$ cat config.mk
export PLATFORM = sky130hd
export DESIGN_NAME = picc_load_mod_tx
export DESIGN_NICKNAME = d
export VERILOG_FILES = /design/src/rtl/picc_pkg.sv /design/src/rtl/picc_crc_a.sv /design/src/rtl/picc_load_mod_tx.sv
export SDC_FILE = /design/constraint.sdc
export NUM_CORES = 1
export LEC_CHECK = 0
export ABC_CLOCK_PERIOD_IN_PS = 9580
export BUFFER_PORTS_ARGS = -buffer_cell sky130_fd_sc_hd__buf_2
export CAP_MARGIN = 20
export CORE_ASPECT_RATIO = 1.2
export CORE_MARGIN = 4
export CORE_UTILIZATION = 59
export DETAILED_ROUTE_END_ITERATION = 10
export PLACE_DENSITY = 0.87
export SLEW_MARGIN = 0
export SYNTH_ARGS = -nofsm -noshare
export SYNTH_HDL_FRONTEND = slang
export SYNTH_SLANG_ARGS = --single-unit
$ cat constraint.sdc
create_clock -name clk_in -period 9.58 [get_ports clk_in]
set_input_delay 1.437 -clock clk_in [delete_from_list [all_inputs] [get_ports clk_in]]
set_output_delay 1.437 -clock clk_in [all_outputs]
set_load 0.01 [all_outputs]
$ cat src/rtl/picc_pkg.sv
// Shared types and constants for the PICC load-modulation transmitter.
// Latency: none (declarations only).
// Backpressure: none.
//
// Contents: FSM state enum, bit-sequence enum, CRC_A constants, parity helper.
package picc_pkg;

    typedef enum logic [2:0] {
        IDLE   = 3'd0,
        SOF    = 3'd1,
        DATA   = 3'd2,
        PAR    = 3'd3,
        CRC_LO = 3'd4,
        CRC_HI = 3'd5,
        EOF    = 3'd6
    } state_t;

    // D: subcarrier in first half, E: subcarrier in second half, F: no subcarrier
    typedef enum logic [1:0] {
        SEQ_D = 2'd0,
        SEQ_E = 2'd1,
        SEQ_F = 2'd2
    } seq_t;

    localparam logic [15:0] CRC_A_INIT = 16'h6363;
    localparam logic [15:0] CRC_A_POLY = 16'h8408;

    // Odd parity: parity bit makes the total count of ones odd
    function automatic logic odd_par(input logic [7:0] b);
        return ~^b;
    endfunction

endpackage

$ cat src/rtl/picc_crc_a.sv
// Byte-serial CRC_A (ISO14443A) accumulator, reflected polynomial 0x8408.
// Latency: result of a byte visible one cycle after en_in.
// Backpressure: none; one byte consumed per cycle with en_in high.
//
// Ports: clk_in/rst_in clock and async high reset; init_in reloads the preset,
// en_in folds byte_in into the CRC; crc_out is the registered CRC value.
module picc_crc_a
    import picc_pkg::*;
(
    input  logic        clk_in,
    input  logic        rst_in,
    input  logic        init_in,
    input  logic        en_in,
    input  logic [7:0]  byte_in,
    output logic [15:0] crc_out
);

    logic [15:0] crc_q, crc_d;

    always_comb begin
        crc_d = crc_q;
        if (init_in) begin
            crc_d = CRC_A_INIT;
        end else if (en_in) begin
            crc_d = crc_q ^ {8'h00, byte_in};
            for (int i = 0; i < 8; i++) begin
                crc_d = crc_d[0] ? ((crc_d >> 1) ^ CRC_A_POLY) : (crc_d >> 1);
            end
        end
    end

    always_ff @(posedge clk_in or posedge rst_in) begin
        if (rst_in) begin
            crc_q <= CRC_A_INIT;
        end else begin
            crc_q <= crc_d;
        end
    end

    assign crc_out = crc_q;

endmodule

$ cat src/rtl/picc_load_mod_tx.sv
// PICC-to-PCD ISO14443A Type A frame serialiser with fc/16 Manchester load modulation.
// Latency: busy/mod from the edge after the accepted trigger; amp_out 1 cycle after mod_out.
// Backpressure: triggers while busy are dropped; a trigger on the done_out cycle is accepted.
//
// Ports: clk_in/rst_in (async active-high), data_in/num_bytes_in payload and length,
// trigger_in start level, sine_in carrier in; busy_out, done_out pulse, mod_out, amp_out.
// Build option: define PICC_TX_CRC_EN to append CRC_A (low byte first) after the payload.
module picc_load_mod_tx
    import picc_pkg::*;
#(
    parameter int MAX_BYTES   = 8,
    parameter int BIT_CYC     = 1280,
    parameter int SUBC_HALF   = 80,
    parameter int AMP_W       = 16,
    parameter int DEPTH_SHIFT = 2
) (
    input  logic                             clk_in,
    input  logic                             rst_in,
    input  logic [8*MAX_BYTES-1:0]           data_in,
    input  logic [$clog2(MAX_BYTES+1)-1:0]   num_bytes_in,
    input  logic                             trigger_in,
    input  logic signed [AMP_W-1:0]          sine_in,
    output logic                             busy_out,
    output logic                             done_out,
    output logic                             mod_out,
    output logic signed [AMP_W-1:0]          amp_out
);

    localparam int LW = $clog2(MAX_BYTES + 1);
    localparam int CW = (BIT_CYC > 2) ? $clog2(BIT_CYC) : 1;
    localparam int SW = (SUBC_HALF > 1) ? $clog2(SUBC_HALF) : 1;
    localparam logic [CW-1:0] CYC_LAST = CW'(BIT_CYC - 1);
    localparam logic [CW-1:0] CYC_HALF = CW'(BIT_CYC / 2);
    localparam logic [SW-1:0] SUB_LAST = SW'(SUBC_HALF - 1);
    localparam logic [LW-1:0] LEN_MAX  = LW'(MAX_BYTES);

    state_t                 state_q, state_d;
    logic [8*MAX_BYTES-1:0] buf_q, buf_d;
    logic [LW-1:0]          len_q, len_d;
    logic [LW-1:0]          byte_idx_q, byte_idx_d;
    logic [3:0]             bit_idx_q, bit_idx_d;
    logic [CW-1:0]          cyc_q, cyc_d;
    logic [SW-1:0]          sub_cnt_q, sub_cnt_d;
    logic                   sub_ph_q, sub_ph_d;
    logic                   busy_q, busy_d;
    logic                   done_q, done_d;
    logic                   mod_q, mod_d;
    logic signed [AMP_W-1:0] amp_q, amp_d;

    logic       accept;
    logic       bit_end;
    logic [7:0] cur_byte;
    seq_t       seq;
    logic       half_on;

    function automatic logic [7:0] sel_byte(input logic [8*MAX_BYTES-1:0] b,
                                            input logic [LW-1:0] idx);
        logic [7:0] r;
        r = 8'h00;
        for (int k = 0; k < MAX_BYTES; k++) begin
            if (idx == LW'(k)) r = b[8*k +: 8];
        end
        return r;
    endfunction

    assign accept  = (state_q == IDLE) && trigger_in && (num_bytes_in != '0);
    assign bit_end = (cyc_q == CYC_LAST);

`ifdef PICC_TX_CRC_EN
    logic [15:0] crc_val;
    logic        crc_en;

    // Fold each payload byte in as its last data bit finishes; CRC is
    // settled well before the CRC_LO period starts.
    assign crc_en = (state_q == DATA) && bit_end && (bit_idx_q == 4'd7);

    picc_crc_a u_crc (
        .clk_in  (clk_in),
        .rst_in  (rst_in),
        .init_in (accept),
        .en_in   (crc_en),
        .byte_in (sel_byte(buf_q, byte_idx_q)),
        .crc_out (crc_val)
    );
`endif

    // Frame sequencing: one step per completed bit period
    always_comb begin
        state_d    = state_q;
        buf_d      = buf_q;
        len_d      = len_q;
        byte_idx_d = byte_idx_q;
        bit_idx_d  = bit_idx_q;
        cyc_d      = cyc_q;
        busy_d     = busy_q;
        done_d     = 1'b0;
        if (state_q == IDLE) begin
            if (accept) begin
                state_d    = SOF;
                buf_d      = data_in;
                len_d      = (num_bytes_in > LEN_MAX) ? LEN_MAX : num_bytes_in;
                byte_idx_d = '0;
                bit_idx_d  = '0;
                cyc_d      = '0;
                busy_d     = 1'b1;
            end
        end else if (!bit_end) begin
            cyc_d = cyc_q + 1'b1;
        end else begin
            cyc_d = '0;
            case (state_q)
                SOF: begin
                    state_d    = DATA;
                    bit_idx_d  = '0;
                    byte_idx_d = '0;
                end
                DATA: begin
                    if (bit_idx_q == 4'd7) state_d = PAR;
                    else                   bit_idx_d = bit_idx_q + 4'd1;
                end
                PAR: begin
                    bit_idx_d = '0;
                    if (byte_idx_q == len_q - 1'b1) begin
`ifdef PICC_TX_CRC_EN
                        state_d = CRC_LO;
`else
                        state_d = EOF;
`endif
                    end else begin
                        byte_idx_d = byte_idx_q + 1'b1;
                        state_d    = DATA;
                    end
                end
`ifdef PICC_TX_CRC_EN
                // CRC bytes use bit_idx 0..7 for data and 8 for parity
                CRC_LO: begin
                    if (bit_idx_q == 4'd8) begin
                        bit_idx_d = '0;
                        state_d   = CRC_HI;
                    end else begin
                        bit_idx_d = bit_idx_q + 4'd1;
                    end
                end
                CRC_HI: begin
                    if (bit_idx_q == 4'd8) begin
                        bit_idx_d = '0;
                        state_d   = EOF;
                    end else begin
                        bit_idx_d = bit_idx_q + 4'd1;
                    end
                end
`endif
                EOF: begin
                    state_d = IDLE;
                    busy_d  = 1'b0;
                    done_d  = 1'b1;
                end
                default: begin
                    state_d = IDLE;
                    busy_d  = 1'b0;
                end
            endcase
        end
    end

    // Output coding is derived from next-state values so mod_out lines up
    // with the bit period that the registered state is entering.
    always_comb begin
        cur_byte = sel_byte(buf_d, byte_idx_d);
        case (state_d)
            SOF:  seq = SEQ_D;
            DATA: seq = cur_byte[bit_idx_d[2:0]] ? SEQ_D : SEQ_E;
            PAR:  seq = odd_par(cur_byte) ? SEQ_D : SEQ_E;
`ifdef PICC_TX_CRC_EN
            CRC_LO: begin
                if (bit_idx_d == 4'd8) seq = odd_par(crc_val[7:0]) ? SEQ_D : SEQ_E;
                else                   seq = crc_val[bit_idx_d[2:0]] ? SEQ_D : SEQ_E;
            end
            CRC_HI: begin
                if (bit_idx_d == 4'd8) seq = odd_par(crc_val[15:8]) ? SEQ_D : SEQ_E;
                else                   seq = crc_val[4'd8 + bit_idx_d] ? SEQ_D : SEQ_E;
            end
`endif
            default: seq = SEQ_F;
        endcase

        // Subcarrier restarts at each half so every modulated half begins high
        sub_cnt_d = sub_cnt_q;
        sub_ph_d  = sub_ph_q;
        if (cyc_d == '0 || cyc_d == CYC_HALF) begin
            sub_cnt_d = '0;
            sub_ph_d  = 1'b1;
        end else if (sub_cnt_q == SUB_LAST) begin
            sub_cnt_d = '0;
            sub_ph_d  = ~sub_ph_q;
        end else begin
            sub_cnt_d = sub_cnt_q + 1'b1;
        end

        case (seq)
            SEQ_D:   half_on = (cyc_d <  CYC_HALF);
            SEQ_E:   half_on = (cyc_d >= CYC_HALF);
            default: half_on = 1'b0;
        endcase
        mod_d = half_on & sub_ph_d;

        amp_d = mod_q ? (sine_in >>> DEPTH_SHIFT) : sine_in;
    end

    always_ff @(posedge clk_in or posedge rst_in) begin
        if (rst_in) begin
            state_q    <= IDLE;
            buf_q      <= '0;
            len_q      <= '0;
            byte_idx_q <= '0;
            bit_idx_q  <= '0;
            cyc_q      <= '0;
            sub_cnt_q  <= '0;
            sub_ph_q   <= 1'b0;
            busy_q     <= 1'b0;
            done_q     <= 1'b0;
            mod_q      <= 1'b0;
            amp_q      <= '0;
        end else begin
            state_q    <= state_d;
            buf_q      <= buf_d;
            len_q      <= len_d;
            byte_idx_q <= byte_idx_d;
            bit_idx_q  <= bit_idx_d;
            cyc_q      <= cyc_d;
            sub_cnt_q  <= sub_cnt_d;
            sub_ph_q   <= sub_ph_d;
            busy_q     <= busy_d;
            done_q     <= done_d;
            mod_q      <= mod_d;
            amp_q      <= amp_d;
        end
    end

    assign busy_out = busy_q;
    assign done_out = done_q;
    assign mod_out  = mod_q;
    assign amp_out  = amp_q;

endmodule
Yosys cells after proc, flatten, opt, wreduce, memory -nomap -nowiden
Index checks and enable logic that the tools add are counted.
{"block": "word_totals", "out_inout_bits": 19, "register_bits": 117, "wordCells": 111}
{"block": "classes", "bitwise": 2, "n_mux": 48, "order_cmp": 4, "n_reduce_logical": 16, "eq_ne": 23, "add_sub_neg": 5}
{"operator": "$mux 64", "n": 2}
{"operator": "$mux 8", "n": 8}
{"operator": "$mux 4", "n": 9}
{"operator": "$mux 11", "n": 3}
{"operator": "$eq 4x3->1 const B", "n": 5}
{"operator": "$pmux 4 s2", "n": 2}
{"operator": "$mux 15", "n": 1}
{"operator": "$mux 3", "n": 5}
{"operator": "$mux 7", "n": 2}
{"operator": "$eq 3x2->1 const B", "n": 4}
{"operator": "$mux 1", "n": 12}
{"operator": "$add 11x1->11 const B", "n": 1}
{"operator": "$eq 11x10->1 const B", "n": 1}
{"operator": "$eq 11x11->1 const B", "n": 1}
{"operator": "$ge 11x10->1 const B", "n": 1}
{"operator": "$logic_not 11->1", "n": 1}
{"operator": "$lt 11x10->1 const B", "n": 1}
{"operator": "$pmux 3 s3", "n": 1}
{"operator": "$add 4x1->4 const B", "n": 2}
{"operator": "$eq 4x2->1 const B", "n": 2}
{"operator": "$reduce_xnor 8->1", "n": 1}
{"operator": "$add 7x1->7 const B", "n": 1}
{"operator": "$eq 7x7->1 const B", "n": 1}
{"operator": "$eq 3x1->1 const B", "n": 2}
{"operator": "other kinds (28)", "n": 29}

Longest topological paths before layout
Gate-level depths: netlist of run 1.
{"block": "depth", "ltp_word": 22, "ltp_mapped": 17, "depth_no_buf": 15}

Worst setup path before layout of run 1
Ideal clock, no wire load.
{"block": "synth_path", "kind": "input port to flip-flop", "startpoint": "input port num_bytes_in[0]", "endpoint": "register mod_q, in the netlist mod_out", "required_time_ns": 9.449, "arrival_ns": 4.674, "setup_slack_ns": 4.774, "setup_time_ns": 0.131, "path_stages": 13, "cell_sequence": "o41a_1 > nand2_1 > clkbuf_1 > mux2_2 > or4_1 > o211ai_1 > o311ai_0 > o311a_1 > a2bb2o_1 > o31ai_1 > nand4b_2 > mux2i_1 > or3b_1"}
{"element": "start: declaration", "line_no": "picc_load_mod_tx.sv:20", "rtl": "input logic [$clog2(MAX_BYTES+1)-1:0] num_bytes_in,"}
{"element": "$reduce_bool 4->1 (*)", "line_no": "picc_load_mod_tx.sv:66", "rtl": "assign accept = (state_q == IDLE) && trigger_in && (num_bytes_in != '0);"}
{"element": "$logic_and 1x1->1 (*)", "line_no": "picc_load_mod_tx.sv:66"}
{"element": "$mux 64 (*)", "line_no": "picc_load_mod_tx.sv:98", "rtl": "if (accept) begin"}
{"element": "$mux 64 (*)", "line_no": "picc_load_mod_tx.sv:97", "rtl": "if (state_q == IDLE) begin"}
{"element": "net buf_d[22]", "line_no": "picc_load_mod_tx.sv:38", "rtl": "logic [8*MAX_BYTES-1:0] buf_q, buf_d;"}
{"element": "$mux 8 (*) (6 in series)", "line_no": "picc_load_mod_tx.sv:61", "rtl": "if (idx == LW'(k)) r = b[8*k +: 8];"}
{"element": "$bmux 1 s3", "line_no": "picc_load_mod_tx.sv:172", "rtl": "DATA: seq = cur_byte[bit_idx_d[2:0]] ? SEQ_D : SEQ_E;"}
{"element": "$mux 1 (not written as such)", "line_no": "picc_load_mod_tx.sv:172"}
{"element": "$mux 1", "line_no": "picc_load_mod_tx.sv:172"}
{"element": "$pmux 2 s3 (*)", "line_no": "picc_load_mod_tx.sv:170", "rtl": "case (state_d)"}
{"element": "$eq 2x1->1 or $logic_not 2->1 (tied branches)", "line_no": "picc_load_mod_tx.sv:200", "rtl": "case (seq)"}
{"element": "$pmux 1 s2 (*)", "line_no": "picc_load_mod_tx.sv:200"}
{"element": "$and 1x1->1 (*)", "line_no": "picc_load_mod_tx.sv:205", "rtl": "mod_d = half_on & sub_ph_d;"}
{"element": "net mod_d", "line_no": "picc_load_mod_tx.sv:47", "rtl": "logic mod_q, mod_d;"}
{"element": "end signal: assignment", "line_no": "picc_load_mod_tx.sv:235", "rtl": "mod_q <= mod_d;"}
{"element": "end: declaration", "line_no": "picc_load_mod_tx.sv:47"}
Mark *: on every way through the listed nets, which the timed path passes. The rest lies on a longest branch. The select of a mux whose other input is x is not followed.
A chain may end at the register's enable or synchronous reset.

Worst setup path after layout of run 1
{"block": "layout_path", "startpoint": "input port num_bytes_in[0]", "endpoint": "register mod_q, in the netlist mod_out"}
{"block": "layout_between", "elab_chain_cells": 20}
{"element": "$reduce_bool 4->1 (*)", "line_no": "picc_load_mod_tx.sv:66"}
{"element": "$logic_and 1x1->1 (*)", "line_no": "picc_load_mod_tx.sv:66"}
{"element": "$mux 4", "line_no": "picc_load_mod_tx.sv:98"}
{"element": "$mux 4", "line_no": "picc_load_mod_tx.sv:97"}
{"element": "$logic_not 4->1", "line_no": "picc_load_mod_tx.sv:61"}
{"element": "$mux 8 (8 in series)", "line_no": "picc_load_mod_tx.sv:61"}
{"element": "$bmux 1 s3", "line_no": "picc_load_mod_tx.sv:172"}
{"element": "$mux 1 (not written as such)", "line_no": "picc_load_mod_tx.sv:172"}
{"element": "$mux 1", "line_no": "picc_load_mod_tx.sv:172"}
{"element": "$pmux 2 s3", "line_no": "picc_load_mod_tx.sv:170"}
{"element": "$eq 2x1->1 or $logic_not 2->1 (tied branches)", "line_no": "picc_load_mod_tx.sv:200"}
{"element": "$pmux 1 s2", "line_no": "picc_load_mod_tx.sv:200"}
{"element": "$and 1x1->1 (*)", "line_no": "picc_load_mod_tx.sv:205"}
{"element": "net mod_d", "line_no": "picc_load_mod_tx.sv:47"}
Marked as above.

==> results of run 1 <==
[synthesized netlist by cell type (3+ instances only)]
cell / n / area, µm²
o21ai_0: 35 / 175
a21oi_1: 18 / 90.1
nor3b_1: 4 / 30.0
nand3b_1: 3 / 22.5
nor3_1: 12 / 60.1
a31o_2: 4 / 35.0
inv_1: 22 / 82.6
xnor2_1: 11 / 96.3
mux2i_1: 15 / 150
nand3_1: 21 / 105
o211ai_1: 10 / 75.1
nor2_1: 29 / 109
buf_2: 10 / 50.1
xor2_1: 6 / 52.6
a31oi_1: 4 / 25.0
nand2b_1: 10 / 62.6
o31ai_1: 3 / 22.5
dfrtp_1: 117 / 2930
or3_1: 4 / 25.0
nand4_1: 9 / 56.3
mux2_2: 21 / 236
or3b_1: 3 / 26.3
a211o_1: 3 / 26.3
nand2_1: 198 / 743
clkbuf_1: 20 / 75.1
inv_2: 3 / 11.3
buf_1: 4 / 15.0
and3_1: 9 / 56.3
a21o_1: 3 / 22.5
ha_1: 5 / 62.6
nor2b_1: 3 / 18.8
nor4_1: 6 / 37.5
a211oi_1: 3 / 22.5
[flip-flops by register name, summed over array words and instances (netlist names)]
| name | count |
|---|---|
| amp_out | 16 |
| bit_idx_q | 4 |
| buf_q | 64 |
| busy_out | 1 |
| byte_idx_q | 4 |
| cyc_q | 11 |
| done_out | 1 |
| len_q | 4 |
| mod_out | 1 |
| state_q | 3 |
| sub_cnt_q | 7 |
| sub_ph_q | 1 |
[power by group]
part / switching, W / total (W) / leakage (nW) / internal [W]
clock network: 0.000217 / 0.000669 / 0.302 / 0.000452
logic: 0.000268 / 0.000488 / 1.89 / 0.000220
registers: 0.0000812 / 0.000710 / 1.46 / 0.000629
total: 0.000566 / 0.00187 / 3.65 / 0.00130
[layout make-up]
class	instances	area share, %
Tap cell	126	2.14
Sequential cell	117	39.8
Clock buffer	22	6.45
Timing Repair Buffer	111	7.76
Multi-Input combinational cell	506	40.5
Clock inverter	9	2.04
Inverter	25	1.31
[cell families (layout without fill, tap and decap cells)]
group | after synthesis | count (layout)
muxes | 36 | 36
buffers and inverters | 61 | 167
adders and majority gates | 5 | 5
DFF | 117 | 117
xor gates and xnor gates | 20 | 20
and+or+nand+nor | 328 | 328
AOI/OAI and AO/OA | 117 | 117
[through the flow]
step	setup slack (ns)	util [%]	hold WS [ns]	instance area (µm²)
2_1_floorplan	4.77	-	0.423	6150
3_3_place_gp	3.95	66.6	0.435	6730
3_5_place_dp	3.80	66.6	0.446	6730
4_1_cts	4.23	72.8	0.467	7360
5_1_grt	3.92	72.8	0.490	7360
6_report	4.18	72.8	0.463	7360
[per-layer routing]
metal  track usage [%]  up-vias  wire length, µm
met5                 0        -                0
met4              12.9        0              555
met3              5.35       46             1200
met2              43.2      276             7480
met1              32.3     2563             6030
li1                  -     2560                -
[worst max-delay path by stage]
stage	to	slack (ns)	depth (start not counted)
after floorplan	mod_out$_DFF_PP0_	4.77	13
after global placement	mod_out$_DFF_PP0_	3.95	15
after detailed placement	mod_out$_DFF_PP0_	3.80	15
after CTS	mod_out$_DFF_PP0_	4.23	15
after global routing	mod_out$_DFF_PP0_	3.92	15
final	mod_out$_DFF_PP0_	4.18	15
==> run summary, run 1 <==
Outcome = completed
Placer Congestion = 0.977
Lkg Pwr = 3.65 nW
Async SR Flop Fraction = 100%
Reg-to-reg slack, setup = 4.22 ns
Tot Pwr = 0.00187 W
Cell Rows = 40
First-pass GRT wire length = 25.3 mm
Post-synthesis xor/xnor area fraction = 3.42%
Most frequent cells in the layout = nand2_1 (197), dfrtp_1 (117), buf_2 (105), o21ai_0 (35), nor2_1 (28)
Setup TNS = 0 ns
Final-layout fill cell count = 742
Post-Syn Instances = 684
WL final = 15.3 mm
GRT overflow = 0
Final slew viol count = 0
Multi-input combinational cell area = 2980 µm²
Initial detailed-routing violation count = 340
Placed cells = 885
Antenna viol nets, final = 0
TritonCTS Buffers = 17
Synth Flop Type = dfrtp_1
Combinational family with the most area after synthesis = simple AND/OR/NAND/NOR gates
Die area = 12,100 µm²
Reg2Reg Depth = 13
Max-cap viol count = 0
Syn. warnings = 0
Crit Path Max Fanout = 43
Commonest non-fill, non-tap cell in the layout = nand2_1
CP Launch Type = input pin
Final cell count without fillers = 916
Via Count = 5,445
Top Ports = 106
CP endpoint kind = flop
Worst Hold End = sub_cnt_q[0]$_DFF_PP0_
WP data required = 9.87 ns
Initial core utilization = 60.9%
Worst reg2reg path endpoint = mod_out$_DFF_PP0_
Drc violations = 0
FF+latch count, synth = 117
Power Density = 254 nW/µm²
RSZ-0062 raised after global routing = no
Post-CTS setup buffer count = 0
Clk root buf = clkbuf_16
Total Nets Final = 870
Mux cell area share after synthesis = 6.28%
PostCTS Resize Cnt = 0
# setup viols final = 0
Die height = 120 µm
Diode count = 0
Buffer levels on the longest clock path = 2
Core ar. = 10,100 µm²
Hold_sp = sub_cnt_q[0]$_DFF_PP0_
Largest net degree at the start of global routing = 68
Number of port buffers = 105
Mapped Area = 6150 µm²
Actual slew at the worst max-slew pin = 0.859 ns
Share of layout cells above drive strength 1 = 23.8%
Avg Inst Size Synth = 9.00 µm²
Net count after synthesis = 776
Critical path class = in -> reg
Vias in the first global route = 5,543
CTS tree = built
Post-synthesis sequential area ratio = 47.6%
Die width = 101 µm
Worst EP arrival = 5.69 ns
Top delay family on crit path = compound AO/OA/AOI/OAI gates
Rel. slew slack = 42.7%
Post-cts hold buffer count = 0
Crit path cell chain = buf_2, o41a_1, nand2_2, buf_4, nand3_1, o211a_1, inv_2, nand2_1, a2bb2oi_1, o211ai_1, a2bb2o_1, o31ai_1, nand4b_2, mux2i_1, or3b_1
Worst skew pair latency = 0.42 ns
Library cells used by synthesis = 76
Maximum vdd drop = 136 µV
Crit path launch = num_bytes_in[0]
Initial antenna violation count = 0
Clk slew on worst S/H paths = 0.05 ns
Max Clock Skew = 0.00537 ns
RR Startpoint = state_q[1]$_DFF_PP0_
Post-DR wirelength/cell = 16.7 µm
Reg area = 2930 µm²
# H-tree levels = 4
Clock sinks = 117
Synth Area in Compound Gates = 13.0%
1st-pass router iterations = 5
Simple-Gate Fraction of Synth Area = 24.6%
WHS Path Cells = 1
Area share of fa/ha/maj cells after synthesis = 1.02%
Crit path time final = 5.40 ns
Number of synthesized flops with an enable pin = 0
Vias/cell = 5.94
HPWL Detailed = 10.5 mm
Fin. Hold Viols = 0
CP bufs+invs = 3
Hold Path Class = reg -> reg
CP max-delay cell = nand2_2
Fmax = 185 MHz
Tcrit/Tclk final = 56.4%
CP max stage delay = 0.61 ns
Area grow syn2layout = 19.5%
Total GRT Usage = 26.2%
Power figures use the tool's default switching activity.
==> run 2: changes to the inputs <==
- ABC_CLOCK_PERIOD_IN_PS: 9580 -> 5400
- CORE_UTILIZATION: 59 -> 57
- PLACE_DENSITY: 0.87 -> 0.85
- clock period: 9.58 -> 5.4 ns (I/O delays scaled with it)
==> run 2 against run 1 <==
Against the previous run:
- clock power up 64%
- largest cell class unchanged
- critical endpoint unchanged
- total power up 72%
- combinational power up 76%
- final cell count up 0.33%
- worst setup slack worse by 3.6 ns
- non-clock buffer count up 2
- first-iteration DRC count up 32%
- sequential share of layout area up 0.14 points
- via count about the same
- utilization down 3.1 points
- die area up 3.2%
- largest power group unchanged
- global-route usage up 0.056 points
==> run summary, run 2 (synthesized netlist as in run 1, its figures left out) <==
Outcome = completed (unchanged)
Initial antenna violation count = 0 (unchanged)
CP Launch Type = flop (was input pin)
1st-pass router iterations = 7 (was 5)
Commonest non-fill, non-tap cell in the layout = nand2_1 (unchanged)
CP endpoint kind = flop (unchanged)
Largest register FFs = 64 (unchanged)
Total Nets Final = 872 (was 870)
WP data required = 5.68 ns (was 9.87 ns)
# setup viols final = 0 (unchanged)
Cell Rows = 41 (was 40)
Die area = 12,500 µm² (was 12,100 µm²)
Max-cap viol count = 0 (unchanged)
TritonCTS Buffers = 17 (unchanged)
Initial detailed-routing violation count = 448 (was 340)
Fmax = 207 MHz
Post-cts hold buffer count = 0 (unchanged)
Largest net degree at the start of global routing = 67 (was 68)
Clock sinks = 117 (unchanged)
Max Clock Skew = 0.0104 ns (was 0.00537 ns)
Worst EP arrival = 5.11 ns (was 5.69 ns)
RSZ-0062 raised after global routing = no (unchanged)
Number of port buffers = 105 (unchanged)
CTS tree = built (unchanged)
Maximum vdd drop = 282 µV (was 136 µV)
Rel. slew slack = 40.7% (was 42.7%)
Core ar. = 10,500 µm² (was 10,100 µm²)
Most frequent cells in the layout = nand2_1 (197), dfrtp_1 (117), buf_2 (105), o21ai_0 (35), nor2_1 (28) (unchanged)
Diode count = 0 (unchanged)
Critical path class = reg -> reg (was in -> reg)
Clk slew on worst S/H paths = 0.06 ns (was 0.05 ns)
Final slew viol count = 0 (unchanged)
Fin. Hold Viols = 0 (unchanged)
Worst skew pair latency = 0.41 ns (was 0.42 ns)
Post-CTS setup buffer count = 0 (unchanged)
Via Count = 5,448 (was 5,445)
Placer Congestion = 0.928 (was 0.977)
WL final = 15.6 mm (was 15.3 mm)
Setup TNS = 0 ns (unchanged)
HPWL Detailed = 10.7 mm (was 10.5 mm)
Antenna viol nets, final = 0 (unchanged)
Vias/cell = 5.93 (was 5.94)
Area grow syn2layout = 19.1% (was 19.5%)
Tcrit/Tclk final = 89.5%
Total GRT Usage = 26.2% (about the same)
Crit Path Max Fanout = 23 (was 43)
Reg2Reg Depth = 13 (unchanged)
CP Capture Point = mod_out$_DFF_PP0_ (unchanged)
Die height = 122 µm (was 120 µm)
Most flop-heavy register = buf_q (unchanged)
Hold Path Class = reg -> reg (unchanged)
# H-tree levels = 4 (unchanged)
Reg-to-reg slack, setup = 0.57 ns (was 4.22 ns)
RR Startpoint = state_q[1]$_DFF_PP0_ (unchanged)
Crit path time final = 4.83 ns
Setup slack after layout = 0.569 ns (was 4.18 ns)
GRT overflow = 0 (unchanged)
Drc violations = 0 (unchanged)
Initial core utilization = 58.5% (was 60.9%)
Clk root buf = clkbuf_16 (unchanged)
Vias in the first global route = 5,499 (was 5,543)
Buffer levels on the longest clock path = 2 (unchanged)
Die width = 103 µm (was 101 µm)
Share of layout cells above drive strength 1 = 24.1% (was 23.8%)
Final-layout fill cell count = 811 (was 742)
Worst reg2reg path endpoint = mod_out$_DFF_PP0_ (unchanged)
Power Density = 439 nW/µm² (was 254 nW/µm²)
Crit path launch = state_q[1]$_DFF_PP0_ (was num_bytes_in[0])
First-pass GRT wire length = 25.8 mm (was 25.3 mm)
Lkg Pwr = 3.64 nW (was 3.65 nW)
Post-DR wirelength/cell = 17.0 µm (was 16.7 µm)
Top Ports = 106 (unchanged)
PostCTS Resize Cnt = 0 (unchanged)
Place WS = 0.746 ns (was 3.80 ns)
Actual slew at the worst max-slew pin = 0.877 ns (was 0.859 ns)
[run 2: critical path, cell delays in order (launching register included)]
cell and delay, ns:
dfrtp_1 0.61, nor3_1 0.71, nand2_2 0.26, and3_1 0.26
nor3_4 0.61, inv_2 0.34, a211o_1 0.31, a2bb2oi_1 0.18
o211ai_1 0.14, xnor2_1 0.22, xnor2_1 0.16, xnor3_1 0.44
nand4_1 0.10, or3b_1 0.35
[run 2: area by class of cell]
class	instances	area (µm²)	area share [%]
clock inverters	8	101	1.38
well taps	129	161	2.20
clock buffers	21	480	6.55
repair buffers	113	583	7.95
flip-flops and latches	117	2930	39.9
multi-input cells	506	2980	40.7
inverters	25	96.3	1.31
[run 2: metal layers]
layer | GRT usage (%) | share of wire (%) | up-vias
met5 | 0 | 0 | -
met4 | 9.88 | 2.6 | 0
met3 | 5.27 | 7.1 | 38
met2 | 44.0 | 50 | 262
met1 | 33.4 | 40 | 2591
li1 | - | - | 2557
[run 2: report_power, final]
group,internal [W],switching [W],total (W)
clock network,0.000718,0.000386,0.00110
logic,0.000392,0.000468,0.000860
registers,0.00112,0.000139,0.00125
total,0.00223,0.000993,0.00322
[run 2: per-stage QoR]
step,power (W),hold slack [ns],utilization [%],cells,instance area (µm²)
after detailed placement,0.00211,0.460,64.1,889,6740
after floorplan,0.00187,0.423,-,684,6150
final,0.00322,0.466,69.7,919,7330
after CTS,0.00322,0.467,69.7,918,7330
after global placement,0.00206,0.434,64.1,889,6740
after global routing,0.00340,0.494,69.7,919,7330
[run 2: worst min path at each step]
stage	start	endpoint	slack, ns	cells after the start
final	sub_cnt_q[0]$_DFF_PP0_	sub_cnt_q[0]$_DFF_PP0_	0.47	1
after global routing	sub_cnt_q[0]$_DFF_PP0_	sub_cnt_q[0]$_DFF_PP0_	0.49	1
after CTS	sub_cnt_q[0]$_DFF_PP0_	sub_cnt_q[0]$_DFF_PP0_	0.47	1
after detailed placement	sub_cnt_q[0]$_DFF_PP0_	sub_cnt_q[0]$_DFF_PP0_	0.46	1
after global placement	sub_cnt_q[0]$_DFF_PP0_	sub_cnt_q[0]$_DFF_PP0_	0.43	1
after floorplan	sub_cnt_q[0]$_DFF_PP0_	sub_cnt_q[0]$_DFF_PP0_	0.42	1
